===== src/rtl/apu_timing_pkg.sv =====
// apu_timing_pkg
//   Shared timing constants for the sound subsystem's single-clock strobe
//   generator (ac97_bitclk = 12.288 MHz).
//   - PRESCALE          : bitclk cycles per 512 Hz frame-sequencer step
//   - F12_NUM / F12_DEN : ch1/2 fractional divider (exact 131072 Hz)
//   - F3_NUM  / F3_DEN  : ch3 fractional divider (exact 65536 Hz)
//   - F12_DIV / F3_DIV  : integer divides used when APU_EXACT_FREQ_EN is undefined
//   - *_MASK            : per-step decode, bit S set = strobe fires when step S executes
package apu_timing_pkg;

  localparam int unsigned PRESCALE = 24000;
  localparam int unsigned F12_NUM  = 4;
  localparam int unsigned F12_DEN  = 375;
  localparam int unsigned F3_NUM   = 2;
  localparam int unsigned F3_DEN   = 375;
  localparam int unsigned F12_DIV  = 94;
  localparam int unsigned F3_DIV   = 188;

  localparam logic [7:0] LENGTH_MASK = 8'b0101_0101;
  localparam logic [7:0] SWEEP_MASK  = 8'b0100_0100;
  localparam logic [7:0] ENV_MASK    = 8'b1000_0000;

  typedef logic [2:0] frame_step_t;

endpackage


===== src/rtl/apu_frac_divider.sv =====
// apu_frac_divider
//   Produces a one-cycle tick at an average rate of clk * NUM / DEN.
//   Configuration macro: APU_EXACT_FREQ_EN
//     defined   : fractional accumulator, acc += NUM, subtract DEN on overflow
//     undefined : plain divide-by-DIV counter, tick on the DIV-1 -> 0 wrap
//   Ports:
//     clk   in  : clock
//     rst_n in  : asynchronous active-low reset
//     clear in  : synchronous clear; accumulator -> 0 and tick -> 0 on next edge
//     tick  out : registered one-cycle strobe
module apu_frac_divider #(
  parameter int unsigned NUM = 1,
  parameter int unsigned DEN = 2,
  parameter int unsigned DIV = 2
) (
  input  logic clk,
  input  logic rst_n,
  input  logic clear,
  output logic tick
);

`ifdef APU_EXACT_FREQ_EN
  localparam bit EXACT = 1'b1;
`else
  localparam bit EXACT = 1'b0;
`endif

  // An integer divide-by-DIV is the same accumulator with increment 1 and
  // modulus DIV, so both builds share one datapath.
  localparam int unsigned STEP    = EXACT ? NUM : 1;
  localparam int unsigned MODULUS = EXACT ? DEN : DIV;
  localparam int unsigned AW      = $clog2(MODULUS + STEP);
  localparam int unsigned SW      = AW + 1;

  logic [AW-1:0] acc_q, acc_d;
  logic          tick_q, tick_d;
  logic [SW-1:0] sum;

  // sum is one bit wider than acc so acc + STEP can never wrap before compare.
  always_comb begin
    sum    = {1'b0, acc_q} + SW'(STEP);
    acc_d  = '0;
    tick_d = 1'b0;
    if (!clear) begin
      if (sum >= SW'(MODULUS)) begin
        acc_d  = AW'(sum - SW'(MODULUS));
        tick_d = 1'b1;
      end else begin
        acc_d  = AW'(sum);
      end
    end
  end

  always_ff @(posedge clk or negedge rst_n) begin
    if (!rst_n) begin
      acc_q  <= '0;
      tick_q <= 1'b0;
    end else begin
      acc_q  <= acc_d;
      tick_q <= tick_d;
    end
  end

  assign tick = tick_q;

endmodule


===== src/rtl/apu_frame_sequencer.sv =====
// apu_frame_sequencer
//   Single-clock timing controller for the sound channels. Replaces derived
//   clocks with one-cycle enable strobes in the ac97_bitclk domain.
//   Configuration macro: APU_EXACT_FREQ_EN (selects exact fractional freq
//   strobes in apu_frac_divider; the frame-sequencer path is unaffected).
//   Ports:
//     ac97_bitclk         in  : the only clock
//     reset_b             in  : asynchronous active-low reset
//     master_sound_enable in  : NR52 bit 7, level
//     seq_restart         in  : one-cycle synchronous restart
//     frame_step          out : index of the next step to execute
//     length_tick         out : 256 Hz strobe (steps 0,2,4,6)
//     sweep_tick          out : 128 Hz strobe (steps 2,6)
//     env_tick            out : 64 Hz strobe (step 7)
//     ch12_freq_tick      out : 131072 Hz strobe
//     ch3_freq_tick       out : 65536 Hz strobe
module apu_frame_sequencer
  import apu_timing_pkg::*;
#(
  parameter int unsigned PRESCALE = apu_timing_pkg::PRESCALE,
  parameter int unsigned F12_NUM  = apu_timing_pkg::F12_NUM,
  parameter int unsigned F12_DEN  = apu_timing_pkg::F12_DEN,
  parameter int unsigned F3_NUM   = apu_timing_pkg::F3_NUM,
  parameter int unsigned F3_DEN   = apu_timing_pkg::F3_DEN,
  parameter int unsigned F12_DIV  = apu_timing_pkg::F12_DIV,
  parameter int unsigned F3_DIV   = apu_timing_pkg::F3_DIV
) (
  input  logic        ac97_bitclk,
  input  logic        reset_b,
  input  logic        master_sound_enable,
  input  logic        seq_restart,
  output logic [2:0]  frame_step,
  output logic        length_tick,
  output logic        sweep_tick,
  output logic        env_tick,
  output logic        ch12_freq_tick,
  output logic        ch3_freq_tick
);

  localparam int unsigned   PW            = (PRESCALE > 1) ? $clog2(PRESCALE) : 1;
  localparam logic [PW-1:0] PRESCALE_LAST = PW'(PRESCALE - 1);

  logic          running;
  logic          wrap;
  logic          div_clear;
  logic [PW-1:0] presc_q, presc_d;
  frame_step_t   step_q, step_d;
  logic          length_q, length_d;
  logic          sweep_q, sweep_d;
  logic          env_q, env_d;

  // Anything other than "running" collapses every counter to zero, so a
  // restart that lands on a wrap simply loses that wrap's strobes.
  always_comb begin
    running   = master_sound_enable & ~seq_restart;
    wrap      = running && (presc_q == PRESCALE_LAST);
    div_clear = ~running;
    presc_d   = '0;
    step_d    = '0;
    length_d  = 1'b0;
    sweep_d   = 1'b0;
    env_d     = 1'b0;
    if (running) begin
      if (wrap) begin
        step_d   = step_q + 3'd1;
        length_d = LENGTH_MASK[step_q];
        sweep_d  = SWEEP_MASK[step_q];
        env_d    = ENV_MASK[step_q];
      end else begin
        presc_d  = presc_q + 1'b1;
        step_d   = step_q;
      end
    end
  end

  always_ff @(posedge ac97_bitclk or negedge reset_b) begin
    if (!reset_b) begin
      presc_q  <= '0;
      step_q   <= '0;
      length_q <= 1'b0;
      sweep_q  <= 1'b0;
      env_q    <= 1'b0;
    end else begin
      presc_q  <= presc_d;
      step_q   <= step_d;
      length_q <= length_d;
      sweep_q  <= sweep_d;
      env_q    <= env_d;
    end
  end

  assign frame_step  = step_q;
  assign length_tick = length_q;
  assign sweep_tick  = sweep_q;
  assign env_tick    = env_q;

  apu_frac_divider #(
    .NUM (F12_NUM),
    .DEN (F12_DEN),
    .DIV (F12_DIV)
  ) u_ch12_div (
    .clk   (ac97_bitclk),
    .rst_n (reset_b),
    .clear (div_clear),
    .tick  (ch12_freq_tick)
  );

  apu_frac_divider #(
    .NUM (F3_NUM),
    .DEN (F3_DEN),
    .DIV (F3_DIV)
  ) u_ch3_div (
    .clk   (ac97_bitclk),
    .rst_n (reset_b),
    .clear (div_clear),
    .tick  (ch3_freq_tick)
  );

endmodule


===== config.mk =====
export PLATFORM = sky130hd
export DESIGN_NAME = apu_frame_sequencer
export DESIGN_NICKNAME = d
export VERILOG_FILES = /design/src/rtl/apu_timing_pkg.sv /design/src/rtl/apu_frac_divider.sv /design/src/rtl/apu_frame_sequencer.sv
export SDC_FILE = /design/constraint.sdc
export NUM_CORES = 1
export LEC_CHECK = 0
export BUFFER_PORTS_ARGS = -buffer_cell sky130_fd_sc_hd__buf_2
export CORE_ASPECT_RATIO = 2
export CORE_UTILIZATION = 45
export DETAILED_ROUTE_END_ITERATION = 8
export PLACE_DENSITY = 0.75
export SKIP_LAST_GASP = 1
export SLEW_MARGIN = 10
export SYNTH_ARGS = -nofsm -noshare
export SYNTH_HDL_FRONTEND = slang
export SYNTH_SLANG_ARGS = --single-unit

===== constraint.sdc =====
create_clock -name ac97_bitclk -period 2.2 [get_ports ac97_bitclk]
set_clock_uncertainty 0.2 [all_clocks]
set_input_delay 0.22 -clock ac97_bitclk [delete_from_list [all_inputs] [get_ports ac97_bitclk]]
set_output_delay 0.22 -clock ac97_bitclk [all_outputs]
set_load 0.02 [all_outputs]

==> summary.txt <==
STA
  – Final worst-path cycle share: 106%
  – WHS: 0.171 ns
  – Slew headroom: 45.5%
  – Setup violations, final: 4
  – Max-slew violations: 0
  – TNS Setup: -0.346 ns
  – RSZ-0062 raised after global routing: yes
  – Final Hold Fails: 0
  – Worst-margin pin slew: 0.817 ns
  – Setup ws final: -0.138 ns
  – Final min period: 2.34 ns
  – Fmax: 0.428 GHz

CTS
  – Inserted Clock Buffers: 5
  – Clock sinks: 38
  – Worst-path clk slew: 0.07 ns
  – CTS root buffer: clkbuf_8
  – Skew-Pair Late Insertion Delay: 0.29 ns
  – CTS max path bufs: 2
  – H-tree depth: 2
  – CTS tree: done

Outcome
  – Violated checks: setup timing
  – Status: complete, but fails checks

Logic synthesis
  – Sequential area share after synthesis: 43.4%
  – Netlist Area Pre-Place: 2190 µm²
  – Fraction of registers with async set/reset: 100%
  – Post-synthesis area per instance: 9.66 µm²
  – Synth top area cells: dfrtp_1 (43%), ha_1 (5.7%), nor2_1 (5.7%), xnor2_1 (5.6%), xor2_1 (4.0%)
  – Number of flops mapped to enable cells by yosys: 0
  – Flops & latches, synth: 38
  – Area leader, netlist: dfrtp_1
  – Most frequent cell after synthesis: dfrtp_1
  – Top_reg_cell synth: dfrtp_1
  – Commonest cells in the netlist: dfrtp_1 (38), nor2_1 (33), nand2_1 (19)
  – Syn Inst Count: 227
  – Synthesized net count: 241
  – Top cell type's share of synthesized area: 43.4%
  – Cell variety after synth: 47
  – Synth warn: 0

Place
  – Dpl cells: 306
  – Buffers on Ports: 11
  – DP Worst Slack: -0.103 ns
  – DP HPWL: 3450 µm
  – Gpl congestion: 0.816

Routing
  – Vias/cell: 5.44
  – Post-DR wirelength/cell: 14.9 µm
  – Final WL: 4760 µm
  – Via Count: 1741
  – Final ANT Viol Nets: 0
  – Iteration-0 DRC Markers: 54
  – Initial DRT Pass Iterations: 4
  – Post-route DRC: 0

Power
  – Sequential Power Share: 52.6%
  – Total power draw: 1.35 mW
  – Comb pwr share: 4.5%
  – Switch share: 21.7%
  – Worst vdd ir: 0.497 mV
  – Clk pwr share: 42.9%
  – Internal Power: 1.06 mW
  – Leakage: 1.19 nW
  – Switching pwr: 0.294 mW
  – P per Cell Area: 507 nW/µm²

Critical path
  – Reg-to-reg endpoint: u_ch3_div.acc_q[4]
  – Depth of the most critical reg-to-reg path: 10
  – Internal reg-to-reg setup slack: -0.14 ns
  – Start-to-end type of the worst setup path: reg2reg
  – Crit end category: flop
  – Max FO, Critical Path: 5
  – CP Launch Type: flop
  – Arr. time, crit path: 2.29 ns
  – RR Startpoint: u_ch3_div.acc_q[0]
  – Worst EP required: 2.16 ns

Final layout
  – Fraction of layout cells with a size suffix above 1: 26.8%
  – Final Non-Filler Cells: 320
  – Layout net count: 278
  – FF/Latch Area: 956 µm²
  – Fillers: 421
  – Area occupied by multi-input gates: 1260 µm²
  – Area Growth Syn to Fin: 21.6%
  – Diodes inserted: 0

Run
  – Max_cap viols: 0

Min path
  – Worst Hold End: u_ch12_div.acc_q[6]
  – Min-delay src: seq_restart
  – Min-delay worst type: in2reg
  – Hold Crit Depth: 5

Global route
  – First-pass GRT wire length: 7910 µm
  – Tot GR Track Use: 20.7%
  – Largest net degree at the start of global routing: 39
  – Initial antenna violation count: 0
  – Number of global-route vias before repair: 1756
  – Overflow after GRT: 0

Die
  – Ports: 12
  – Row count: 35
  – Die height: 101 µm
  – Initial core utilization: 47.2%
  – Die area: 5170 µm²
  – Die W: 51.4 µm
  – Core ar.: 4640 µm²
[metrics by stage]
stage	cell area [µm²]	util, %
after floorplan	2210	-
after global placement	2440	52.6
after detailed placement	2440	52.6
after CTS	2600	55.9
after global routing	2670	57.4
final	2670	57.4
[worst max-delay path, cell delays in order (launching register included)]
cell      delay, ns
dfrtp_1        0.43
and2_4         0.18
nand2_2        0.06
xnor2_2        0.16
ha_2           0.21
nand3b_1       0.09
a21oi_2        0.13
a311oi_1       0.06
o211ai_1       0.34
and4_1         0.29
nor3b_2        0.05
[what timing repair did]
| action | 4_1_cts | 5_1_grt |
|---|---|---|
| buffers inserted | 1 | 4 |
| setup endpoints to repair | 9 | 21 |
| gates cloned | 0 | 0 |
| endpoints found under the hold margin | 38 | 0 |
| pin swaps | 3 | 4 |
| resized for setup | 7 | 12 |
| hold buffers | 1 | 0 |
[flip-flops by register name (all words and copies together), names as in the netlist]
signal            flops
u_ch3_div.tick        1
env_tick              1
u_ch12_div.tick       1
u_ch12_div.acc_q      7
sweep_tick            1
frame_step            3
presc_q              15
length_tick           1
u_ch3_div.acc_q       8
[metal layers]
metal	track usage [%]	vias to the layer above	wire length (µm)
li1	-	844	-
met1	21.0	849	1770
met2	39.5	34	2710
met3	3.62	14	123
met4	8.94	0	157
met5	0	-	0
[power by group through the flow]
stage	clock [mW]	combinational, mW	sequential (mW)
5_1_grt	0.623	0.0693	0.711
4_1_cts	0.596	0.0584	0.710
6_report	0.580	0.0606	0.711
3_5_place_dp	0	0.0557	0.723
3_3_place_gp	0	0.0539	0.723
2_1_floorplan	0	0.0292	0.722
[cells by family after synthesis]
family	count (synthesis)	synth area share (%)
AND/OR/NAND/NOR	109	25.5
XOR/XNOR	25	10.3
AO/OA/AOI/OAI	27	9.99
multiplexers	5	2.28
buffers and inverters	13	2.80
adder cells (fa/ha/maj)	10	5.71
flip-flops	38	43.4
[worst max path at each step]
stage,startpoint,endpoint,depth (start not counted)
floorplan,u_ch3_div.acc_q[0],u_ch3_div.acc_q[4],10
global placement,u_ch3_div.acc_q[0],u_ch3_div.acc_q[4],7
detailed placement,u_ch3_div.acc_q[0],u_ch3_div.acc_q[4],10
CTS,u_ch3_div.acc_q[0],u_ch3_div.acc_q[4],10
global route,u_ch3_div.acc_q[0],u_ch3_div.acc_q[2],10
finish,u_ch3_div.acc_q[0],u_ch3_div.acc_q[4],10
[layout make-up]
type	instances	share of cell area [%]
clock buffer	5	2.58
multi-input combinational	176	47.1
tap	55	2.58
inverter	6	0.845
clock inverter	3	1.50
sequential	38	35.9
timing repair buffer	37	9.48
[layout by cell type (no fill, tap or decap), types with 2 or more instances in the layout]
cell type  synthesis  routed
o21a_1             2       2
o21ai_1            1       2
and2_1             7       6
xor2_2             1       2
xnor2_1           14      13
clkinv_2           0       2
nand3_1           11      11
inv_1              6       5
ha_1              10       7
nor2_1            33      33
nand2_2            0       2
nand2_1           19      17
a31o_1             2       2
and3_1             7       7
a21oi_2            0       2
a21oi_1            7       5
buf_4              0      25
mux2i_1            5       5
dfrtp_1           38      34
buf_2              4      11
nor2b_1            2       2
nand2b_1           3       3
clkbuf_8           0       5
o31a_1             2       2
ha_4               0       2
dfrtp_2            0       4
nand4_1            4       4
o211ai_1           2       2
nand3b_1           2       2
nor3_2             1       2
or3_1              2       2
xor2_1            10       9
nor3_1             8       7
Note: power is estimated with default switching activity, not from simulation.
